==> config.mk <==
export PLATFORM = sky130hd
export DESIGN_NAME = survivor_mem_flat
export DESIGN_NICKNAME = d
export VERILOG_FILES = /design/src/rtl/survivor_mem_pkg.sv /design/src/rtl/survivor_mem_if.sv /design/src/rtl/survivor_mem_surv_ram.sv /design/src/rtl/survivor_mem.sv /design/src/flat_wrapper.sv
export SDC_FILE = /design/constraint.sdc
export NUM_CORES = 2
export LEC_CHECK = 0
export ABC_AREA = 1
export BUFFER_PORTS_ARGS = -buffer_cell sky130_fd_sc_hd__buf_4
export CORE_ASPECT_RATIO = 0.9
export CORE_MARGIN = 5
export CORE_UTILIZATION = 40
export DETAILED_ROUTE_END_ITERATION = 6
export GPL_ROUTABILITY_DRIVEN = 0
export HOLD_SLACK_MARGIN = 0.15
export PLACE_DENSITY = 0.61
export SETUP_SLACK_MARGIN = 0.4
export SLEW_MARGIN = 0
export SYNTH_ARGS = -nofsm -noshare
export SYNTH_HDL_FRONTEND = slang
export SYNTH_SLANG_ARGS = --single-unit
==> constraint.sdc <==
create_clock -name clk -period 7.6 [get_ports clk]
set_input_delay 1.14 -clock clk [delete_from_list [all_inputs] [get_ports clk]]
set_output_delay 1.14 -clock clk [all_outputs]
set_load 0.02 [all_outputs]
==> src/rtl/survivor_mem_pkg.sv <==
`default_nettype none
// +----------------------------------------------------------------------------+
// | Module  : survivor_mem_pkg                                                 |
// | Purpose : Shared Viterbi decoder constants, the survivor-memory FSM state  |
// |           enum and a modulo-D pointer increment helper. Imported by the    |
// |           ACS array, the survivor memory and the traceback unit.           |
// | Ports   : none (package)                                                   |
// | Rev     : 1.0  initial release                                             |
// +----------------------------------------------------------------------------+
package survivor_mem_pkg;

   localparam int K    = 7;                  // constraint length
   localparam int M    = K - 1;              // state bits
   localparam int D    = 40;                 // traceback depth = buffer rows
   localparam int NS   = 1 << M;             // states per trellis step
   localparam int HOLD = 2;                  // post-write lockout cycles
   localparam int TW   = $clog2(D);          // row pointer width
   localparam int CW   = $clog2(D + 1);      // fill counter width
   localparam int LW   = $clog2(HOLD + 1);   // lockout counter width

   typedef enum logic [1:0] {
      ST_FILL = 2'd0,   // initial fill, one row per cycle
      ST_IDLE = 2'd1,   // streaming, waiting for a row while traceback idle
      ST_HOLD = 2'd2,   // lockout while traceback busy flag propagates
      ST_WAIT = 2'd3    // waiting for traceback to finish
   } state_e;

   // D need not be a power of two, so the pointer wraps explicitly.
   function automatic logic [TW-1:0] ptr_inc(input logic [TW-1:0] p);
      return (p == TW'(D - 1)) ? '0 : p + TW'(1);
   endfunction

endpackage
`default_nettype wire

==> src/rtl/survivor_mem_if.sv <==
`default_nettype none
// +----------------------------------------------------------------------------+
// | Module  : survivor_mem_if                                                  |
// | Purpose : Bundles the ACS handshake, traceback status/read address and the |
// |           survivor memory outputs.                                         |
// | Ports   : master = ACS + traceback side (drives row, busy, read address)   |
// |           slave  = survivor memory (drives ready, pointers, read bit)      |
// | Rev     : 1.0  initial release                                             |
// +----------------------------------------------------------------------------+
interface survivor_mem_if;
   import survivor_mem_pkg::*;

   logic            acs_valid;
   logic            acs_ready;
   logic [NS-1:0]   acs_dec;
   logic [M-1:0]    acs_best;
   logic            tb_busy;
   logic [TW-1:0]   wr_ptr;
   logic [M-1:0]    s_end;
   logic            filled;
   logic [TW-1:0]   tb_time;
   logic [M-1:0]    tb_state;
   logic            tb_surv_bit;

   modport master (
      output acs_valid, acs_dec, acs_best, tb_busy, tb_time, tb_state,
      input  acs_ready, wr_ptr, s_end, filled, tb_surv_bit
   );

   modport slave (
      input  acs_valid, acs_dec, acs_best, tb_busy, tb_time, tb_state,
      output acs_ready, wr_ptr, s_end, filled, tb_surv_bit
   );

endinterface
`default_nettype wire

==> src/rtl/survivor_mem_surv_ram.sv <==
`default_nettype none
// +----------------------------------------------------------------------------+
// | Module  : surv_ram                                                         |
// | Purpose : Simple dual-port D x NS decision array. One full row written per |
// |           cycle, one registered bit read per cycle.                        |
// | Ports   : clk, rst          clock, synchronous active-high reset           |
// |           we_i/waddr_i/wdata_i   row write port                           |
// |           raddr_i/rcol_i    bit read address (row, column)                 |
// |           rbit_o            registered read bit, one cycle after address   |
// | Rev     : 1.0  initial release                                             |
// +----------------------------------------------------------------------------+
module surv_ram
   import survivor_mem_pkg::*;
(
   input  wire logic            clk,
   input  wire logic            rst,
   input  wire logic            we_i,
   input  wire logic [TW-1:0]   waddr_i,
   input  wire logic [NS-1:0]   wdata_i,
   input  wire logic [TW-1:0]   raddr_i,
   input  wire logic [M-1:0]    rcol_i,
   output      logic            rbit_o
);

   // Contents are deliberately not reset; rows are stale until written.
   logic [NS-1:0] mem_q [D];
   logic          rbit_q;

   always_ff @(posedge clk) begin
      if (we_i && (waddr_i < TW'(D))) begin
         mem_q[waddr_i] <= wdata_i;
      end
   end

   // Non-blocking read of mem_q gives the pre-write row on a same-row
   // collision. Rows beyond the buffer depth read as zero.
   always_ff @(posedge clk) begin
      if (rst) begin
         rbit_q <= 1'b0;
      end else if (raddr_i < TW'(D)) begin
         rbit_q <= mem_q[raddr_i][rcol_i];
      end else begin
         rbit_q <= 1'b0;
      end
   end

   assign rbit_o = rbit_q;

endmodule
`default_nettype wire

==> src/rtl/survivor_mem.sv <==
`default_nettype none
// +----------------------------------------------------------------------------+
// | Module  : survivor_mem                                                     |
// | Purpose : Survivor-decision memory between the ACS array and traceback.    |
// |           Stores one decision row per trellis step in a D-deep circular    |
// |           buffer, publishes the write pointer and end state, answers       |
// |           single-bit survivor reads and throttles the ACS so exactly one   |
// |           row is accepted per traceback once the buffer is full.           |
// | Ports   : clk, rst   clock, synchronous active-high reset                  |
// |           sm_if      survivor_mem_if.slave (ACS handshake, traceback       |
// |                      status, write pointer, end state, read port)          |
// | Rev     : 1.0  initial release                                             |
// +----------------------------------------------------------------------------+
module survivor_mem
   import survivor_mem_pkg::*;
(
   input  wire logic       clk,
   input  wire logic       rst,
   survivor_mem_if.slave   sm_if
);

   state_e          state_q, state_d;
   logic [LW-1:0]   lock_q, lock_d;
   logic [TW-1:0]   wr_ptr_q;
   logic [M-1:0]    s_end_q;
   logic [CW-1:0]   fill_q;
   logic            ready;
   logic            accept;
   logic            we;

   // Next-state logic. Transitions out of FILL/IDLE look at acs_valid
   // directly rather than at accept, so ready never feeds back into itself.
   always_comb begin
      state_d = state_q;
      lock_d  = lock_q;
      ready   = 1'b0;
      unique case (state_q)
         ST_FILL: begin
            ready = 1'b1;
            if (sm_if.acs_valid && (fill_q == CW'(D - 1))) begin
               state_d = ST_HOLD;
               lock_d  = LW'(HOLD);
            end
         end
         ST_IDLE: begin
            ready = !sm_if.tb_busy;
            if (sm_if.acs_valid && !sm_if.tb_busy) begin
               state_d = ST_HOLD;
               lock_d  = LW'(HOLD);
            end
         end
         ST_HOLD: begin
            // Lockout covers the registered busy flag inside traceback:
            // busy cannot be trusted until HOLD cycles after the write.
            if (lock_q > LW'(1)) begin
               lock_d = lock_q - LW'(1);
            end else begin
               lock_d  = '0;
               state_d = ST_WAIT;
            end
         end
         ST_WAIT: begin
            if (!sm_if.tb_busy) begin
               state_d = ST_IDLE;
            end
         end
         default: begin
            state_d = ST_FILL;
            lock_d  = '0;
         end
      endcase
   end

   assign accept = sm_if.acs_valid && ready;
   assign we     = accept && !rst;

   always_ff @(posedge clk) begin
      if (rst) begin
         state_q <= ST_FILL;
         lock_q  <= '0;
      end else begin
         state_q <= state_d;
         lock_q  <= lock_d;
      end
   end

   always_ff @(posedge clk) begin
      if (rst) begin
         wr_ptr_q <= '0;
         s_end_q  <= '0;
         fill_q   <= '0;
      end else if (accept) begin
         wr_ptr_q <= ptr_inc(wr_ptr_q);
         s_end_q  <= sm_if.acs_best;
         if (fill_q != CW'(D)) begin
            fill_q <= fill_q + CW'(1);
         end
      end
   end

   surv_ram u_surv_ram (
      .clk     (clk),
      .rst     (rst),
      .we_i    (we),
      .waddr_i (wr_ptr_q),
      .wdata_i (sm_if.acs_dec),
      .raddr_i (sm_if.tb_time),
      .rcol_i  (sm_if.tb_state),
      .rbit_o  (sm_if.tb_surv_bit)
   );

   assign sm_if.acs_ready = ready;
   assign sm_if.wr_ptr    = wr_ptr_q;
   assign sm_if.s_end     = s_end_q;
   assign sm_if.filled    = (fill_q == CW'(D));

endmodule
`default_nettype wire

==> src/flat_wrapper.sv <==
// flat-port wrapper written by rule: the top's interface ports become plain ports
module survivor_mem_flat import survivor_mem_pkg::*;
  (clk, rst, sm_if_acs_valid, sm_if_acs_dec, sm_if_acs_best, sm_if_tb_busy, sm_if_tb_time, sm_if_tb_state, sm_if_acs_ready, sm_if_wr_ptr, sm_if_s_end, sm_if_filled, sm_if_tb_surv_bit);
  survivor_mem_if sm_if_i ();
  input  wire logic clk;
  input  wire logic rst;
  input wire logic [$bits(sm_if_i.acs_valid)-1:0] sm_if_acs_valid;
  input wire logic [$bits(sm_if_i.acs_dec)-1:0] sm_if_acs_dec;
  input wire logic [$bits(sm_if_i.acs_best)-1:0] sm_if_acs_best;
  input wire logic [$bits(sm_if_i.tb_busy)-1:0] sm_if_tb_busy;
  input wire logic [$bits(sm_if_i.tb_time)-1:0] sm_if_tb_time;
  input wire logic [$bits(sm_if_i.tb_state)-1:0] sm_if_tb_state;
  output wire logic [$bits(sm_if_i.acs_ready)-1:0] sm_if_acs_ready;
  output wire logic [$bits(sm_if_i.wr_ptr)-1:0] sm_if_wr_ptr;
  output wire logic [$bits(sm_if_i.s_end)-1:0] sm_if_s_end;
  output wire logic [$bits(sm_if_i.filled)-1:0] sm_if_filled;
  output wire logic [$bits(sm_if_i.tb_surv_bit)-1:0] sm_if_tb_surv_bit;
  assign sm_if_i.acs_valid = sm_if_acs_valid;
  assign sm_if_i.acs_dec = sm_if_acs_dec;
  assign sm_if_i.acs_best = sm_if_acs_best;
  assign sm_if_i.tb_busy = sm_if_tb_busy;
  assign sm_if_i.tb_time = sm_if_tb_time;
  assign sm_if_i.tb_state = sm_if_tb_state;
  assign sm_if_acs_ready = sm_if_i.acs_ready;
  assign sm_if_wr_ptr = sm_if_i.wr_ptr;
  assign sm_if_s_end = sm_if_i.s_end;
  assign sm_if_filled = sm_if_i.filled;
  assign sm_if_tb_surv_bit = sm_if_i.tb_surv_bit;
  survivor_mem u_core (.clk(clk), .rst(rst), .sm_if(sm_if_i));
endmodule
Word-level counts from Yosys, hierarchy flattened
Memories as Yosys holds them, arrays and structs flattened.
Cells that the tools add are included.
Storage, ports and cells
  register bits after elaboration: 23
  memory bits (writable): 2560
  input bits: 86
  output and inout port bits: 15
  logic and storage cells: 52
  memories kept: 1
Memory list
  u_core.u_surv_ram.mem_q: words 40, width 64, read ports 1, clocked after Yosys merged registers in 0, write ports 1, RTL line survivor_mem_surv_ram.sv:26  | logic [NS-1:0] mem_q [D];
Operators by class
  add/sub/neg operators: 3
  magnitude comparators: 4
  eq/ne operators: 11
  mux-type cells: 13
  bitwise logic cells: 1
  reductions and logical operators: 13
Operators by type and width (number)
  $eq 6x6->1 const B: 3
  $add 6x1->6 const B: 2
  $lt 6x6->1 const B: 2
  $mux 2: 5
  $pmux 2 s4: 1
  $lt 6x7->1 const B: 1
  $bmux 1 s6: 1
  $mux 6: 1
  $ne 6x6->1 const B: 1
  $pmux 2 s3: 1
  $logic_and 1x1->1: 5
  $eq 2x2->1 const B: 2
  $ne 2x1->1 const B: 2
  $ne 2x2->1 const B: 2
  $reduce_and 4->1: 1
  $mux 1: 3
  $reduce_and 3->1: 1
  $reduce_bool 3->1: 1
  $eq 2x1->1 const B: 1
  $gt 2x1->1 const B: 1
  $logic_not 1->1: 2
  $logic_not 2->1: 1
  $pmux 1 s2: 1
  $reduce_and 2->1: 1
  3 further kinds: 3

Logic depth before layout (Yosys ltp)
  depth after elaboration: 7
  depth in mapped cells: 22
  gate-level depth less buffers: 19

Modules after synthesis
From an unflattened synthesis, not the netlist that was laid out.
Unflattened totals
  cell total of the unflattened synthesis: 8634
  area, all modules: 104565.3 sq um
By module, submodules not included
  surv_ram: instances 1, cells each 8478, area an instance 103451.7 sq um, seq. area each 76893.7 sq um
  survivor_mem: instances 1, cells each 156, area an instance 1113.6 sq um, seq. area each 440.4 sq um

Worst setup path before layout
OpenSTA, ideal clock, no wires.
  path kind: input-to-reg
  from: input port sm_if_tb_busy
  to: memory u_core.u_surv_ram.mem_q[0][0] (netlist name) (enable)
  setup time: 0.564 ns
  arrival time: 6.669 ns
  required time: 7.036 ns
  path slack: 0.366 ns
  cell stages on the path: 9
  path buffers: 0
  cells stage by stage: nand2_1 > inv_1 > nor2_1 > inv_1 > nor2_1 > inv_1 > nor2_1 > inv_1 > nor3_1
Between the ends
  longest elaborated chain between the ends: 7
RTL lines
  start: declaration: RTL line flat_wrapper.sv:10  | input wire logic [$bits(sm_if_i.tb_busy)-1:0] sm_if_tb_busy;
  $logic_not 1->1: RTL line survivor_mem.sv:46  | ready = !sm_if.tb_busy;
  $pmux 1 s2: RTL line survivor_mem.sv:37  | unique case (state_q)
  $logic_and 1x1->1: RTL line survivor_mem.sv:74  | assign accept = sm_if.acs_valid && ready;
  $logic_and 1x1->1: RTL line survivor_mem.sv:75  | assign we = accept && !rst;
  $logic_and 1x1->1: RTL line survivor_mem_surv_ram.sv:30  | if (we_i && (waddr_i < TW'(D))) begin
  $mux 1: RTL line survivor_mem_surv_ram.sv:30
  $mux 1 (not written as such): RTL line survivor_mem_surv_ram.sv:31  | mem_q[waddr_i] <= wdata_i;
  end: declaration: RTL line survivor_mem_surv_ram.sv:26
Every way passes these cells.

Worst setup path in the final report
  from: input port sm_if_tb_busy
  to: memory u_core.u_surv_ram.mem_q[38][4] (netlist name) (enable)
Same word-level chain as after synthesis.

==> results.cfg <==
[outcome]
outcome = complete, no violations

[synthesis]
yosysWarnings = 0
synth-xor-area-share = 0.000168
synth-edff-count = 2560
synth_seq_cells = 2583
syn_area_um2 = 104000
yosys.area.top_type_share = 0.738
synth_common_cells = 2560 x edfxtp_1, 2247 x nand2_1, 1639 x nand3_1, 713 x nor2_1, 463 x o21ai_0
postSynthCellCount = 8576
synth_top_family_by_area = simple AND/OR/NAND/NOR gates
synthMuxAreaShare = 0
synthSimpleGateAreaFrac = 0.187
syn_nets = 8665
async_reset_ff_frac = 0
yosysTopAreaCell = edfxtp_1
synth_compound_area_frac = 0.0364
yosys.cell_count.top_type = edfxtp_1
synth_fa_ha_area_frac = 0.000361
synth.distinct_cells = 31
yosys-top-cells-area = edfxtp_1 74%, nand2_1 8.1%, nand3_1 7.9%, nor2_1 2.6%, o21ai_0 2.2%
ys.flop_type = edfxtp_1
synth-seq-area-share = 0.743
syn_avg_cell_area_um2 = 12.1

[power_and_ir_drop]
leakagePower_nw = 40.2
power_mw = 30.5
ir_worst_vdd_v = 0.000224
p_per_area_nw_per_um2 = 262

[floorplan]
die_area_um2 = 271000
die_x_um = 548
initial_core_util = 0.402
rows = 177
core_area_um2 = 259000
die-height_um = 494
ios = 101

[worst_hold_path]
whs_path_depth = 2
worstHoldStart = rst
hp-class = in2reg
holdPathEnd = u_core.lock_q[1]

[clocking]
cts.clk_slew.worst_paths_ns = 0.06
cts_buffers = 284
ctsHtreeMaxLevel = 5
cts.path.max_buffers = 4
clockRootBuffer = clkbuf_16
ctsResizeCount = 0
insertion_delay_ns = 0.92
cts_hold_buf = 0
cts_setup_buffers = 0
cts.sinks = 2583
cts_tree = built

[global_routing]
grt-ovfl-total = 0
grt_max_degree = 180
antenna_found_initial = 9
grt_usage = 0.221
grt_pass1_vias = 65300
grt_first_pass_wirelength_um = 448000

[routing]
wl_met3_um = 29000
wl_met1_um = 128000
routed-wl-met2_um = 141000
drc = 0
drt_iter0_drc = 8819
vias = 69000
postRouteAntennaNets = 0
firstDrtPassIters = 7
viasPerCell = 5.68
top_layer = met5
wl_per_cell_um = 25.4
drt_wl_total_um = 309000

[critical_path]
cpPeakStageDelay_ns = 1.09
arrival_ns = 5.14
reg2reg_slack_ns = 3.04
critPathLaunch = sm_if_tb_busy
crit_slowest_cell = nor2_4
worstSetupStartpointType = primary input
critPathRequiredTime_ns = 8.17
r2r-start = u_core.state_q[0]
cp_cell_sequence = buf_4 > nand2_1 > inv_1 > nor2_1 > inv_1 > nor2_1 > inv_1 > nor2_1 > nand4_1 > nor2_4 > buf_4
worstPathMaxFanout = 26
rr_worst_depth = 10
criticalPathCategory = in2reg
cp.buffers_inverters = 5
end_kind = register
cpLargestDelayFamily = simple AND/OR/NAND/NOR gates
r2r_end = u_core.u_surv_ram.mem_q[38][4]

[place]
port-buffer-count = 100
detailed_place_hpwl_um = 159000

[cells_and_area]
area.growth.synth_to_final_pct = 11.9
drive_above_1_share = 0.0747
nets = 8650
fillCellCount = 23100

[timing]
slew_violations = 0
setup-tns-final_ns = 0
setup_viol_count_final = 0
timing.fmax_mhz = 218
worst_pin_slew_ns = 1.38
slew_headroom = 0.0815
period_share = 0.602
hold_slack_ns = 0.466
hold_viol_final = 0
rsz0062_at_grt = no
min_period_ns = 4.58
skew_ns = 0.0796

[flow_run]
drv_cap = 0
## logic make-up (layout without fill, tap and decap cells)
| logic type | after synthesis | after routing |
|---|---|---|
| AOI/OAI and AO/OA | 680 | 680 |
| xor gates and xnor gates | 2 | 2 |
| adders and majority gates | 3 | 3 |
| buffers and inverters | 688 | 871 |
| DFF | 2583 | 2583 |
| other | 0 | 4 |
| and+or+nand+nor | 4620 | 4620 |
## power by group
part           internal (mW)  total [mW]  switching [mW]  leakage (nW)
clock network           7.40        12.8            5.36          4.12
registers               15.8        15.8          0.0485          23.2
logic                  0.462        1.95            1.49          12.9
## sequential cells by signal, indices dropped and copies added, names as in the netlist
signal	flops
u_core.sm_if.s_end	6
u_core.u_surv_ram.mem_q	2560
u_core.fill_q	6
u_core.sm_if.wr_ptr	6
u_core.state_q	2
u_core.u_surv_ram.rbit_o	1
u_core.lock_q	2
## per-layer routing
layer	vias to the layer above	GRT usage
li1	30500	-
met1	34400	0.317
met2	3628	0.345
met3	540	0.0385
met4	2	0.0697
met5	-	0
## worst register-to-register path, cell delays in order, from the launching register on
cell	delay [ns]
dfxtp_1	0.33
nand2_1	0.08
inv_1	0.06
nor2_1	0.14
inv_1	0.07
nor2_1	0.36
inv_1	0.37
nor2_1	0.57
nand4_1	0.63
nor2_4	1.09
buf_4	0.53
## how the worst max path moves through the flow
stage | depth (start not counted) | end | slack (ns)
floorplan | 9 | u_core.u_surv_ram.mem_q[0][0] | 0.37
global placement | 11 | u_core.u_surv_ram.mem_q[38][51] | 2.22
detailed placement | 11 | u_core.u_surv_ram.mem_q[38][51] | 2.16
CTS | 10 | u_core.u_surv_ram.mem_q[38][51] | 3.10
global route | 10 | u_core.u_surv_ram.mem_q[38][29] | 2.73
finish | 11 | u_core.u_surv_ram.mem_q[38][4] | 3.02
## layout by cell type (no fill, tap or decap), types with 2 or more instances in the layout
master / Yosys / layout
buf_8: 0 / 3
nor3b_1: 2 / 2
o22ai_1: 43 / 43
o211ai_1: 59 / 59
o221ai_1: 46 / 46
inv_6: 0 / 6
clkinv_1: 1 / 73
inv_8: 0 / 3
buf_12: 0 / 35
nand2_1: 2247 / 2247
clkinv_2: 0 / 31
clkinv_4: 0 / 2
nor2_4: 0 / 36
edfxtp_1: 2560 / 2560
a21oi_1: 58 / 58
ha_1: 3 / 3
inv_2: 4 / 4
diode_2: 0 / 4
o21ai_0: 463 / 463
nand4_1: 8 / 8
nor3_1: 10 / 4
o21ai_1: 7 / 7
clkbuf_1: 75 / 64
dfxtp_1: 23 / 23
buf_4: 113 / 218
inv_1: 124 / 122
bufinv_16: 0 / 11
nor2_1: 713 / 677
clkinvlp_4: 0 / 3
nor3_2: 0 / 6
clkbuf_16: 0 / 293
nand3_1: 1639 / 1639
## per-stage QoR
stage	instance area, µm²	utilization	worst slack (ns)	cells
CTS	117000	0.450	3.10	12200
detailed placement	108000	0.418	2.16	11700
global route	117000	0.451	2.73	12200
floorplan	104000	-	0.366	8576
global placement	108000	0.418	2.22	11700
finish	117000	0.451	3.02	12200
## cell type report
| type | instances | area, µm² | area share |
|---|---|---|---|
| repair buffers | 257 | 2390 | 0.0205 |
| clock buffers | 358 | 7590 | 0.0651 |
| diodes | 4 | 10.0 | 0.0000859 |
| multi-input cells | 5305 | 23600 | 0.202 |
| flip-flops and latches | 2583 | 77300 | 0.664 |
| inverters | 130 | 524 | 0.00450 |
| clock inverters | 126 | 855 | 0.00733 |
| well taps | 3401 | 4260 | 0.0365 |
(Power assumes the default switching activity.)
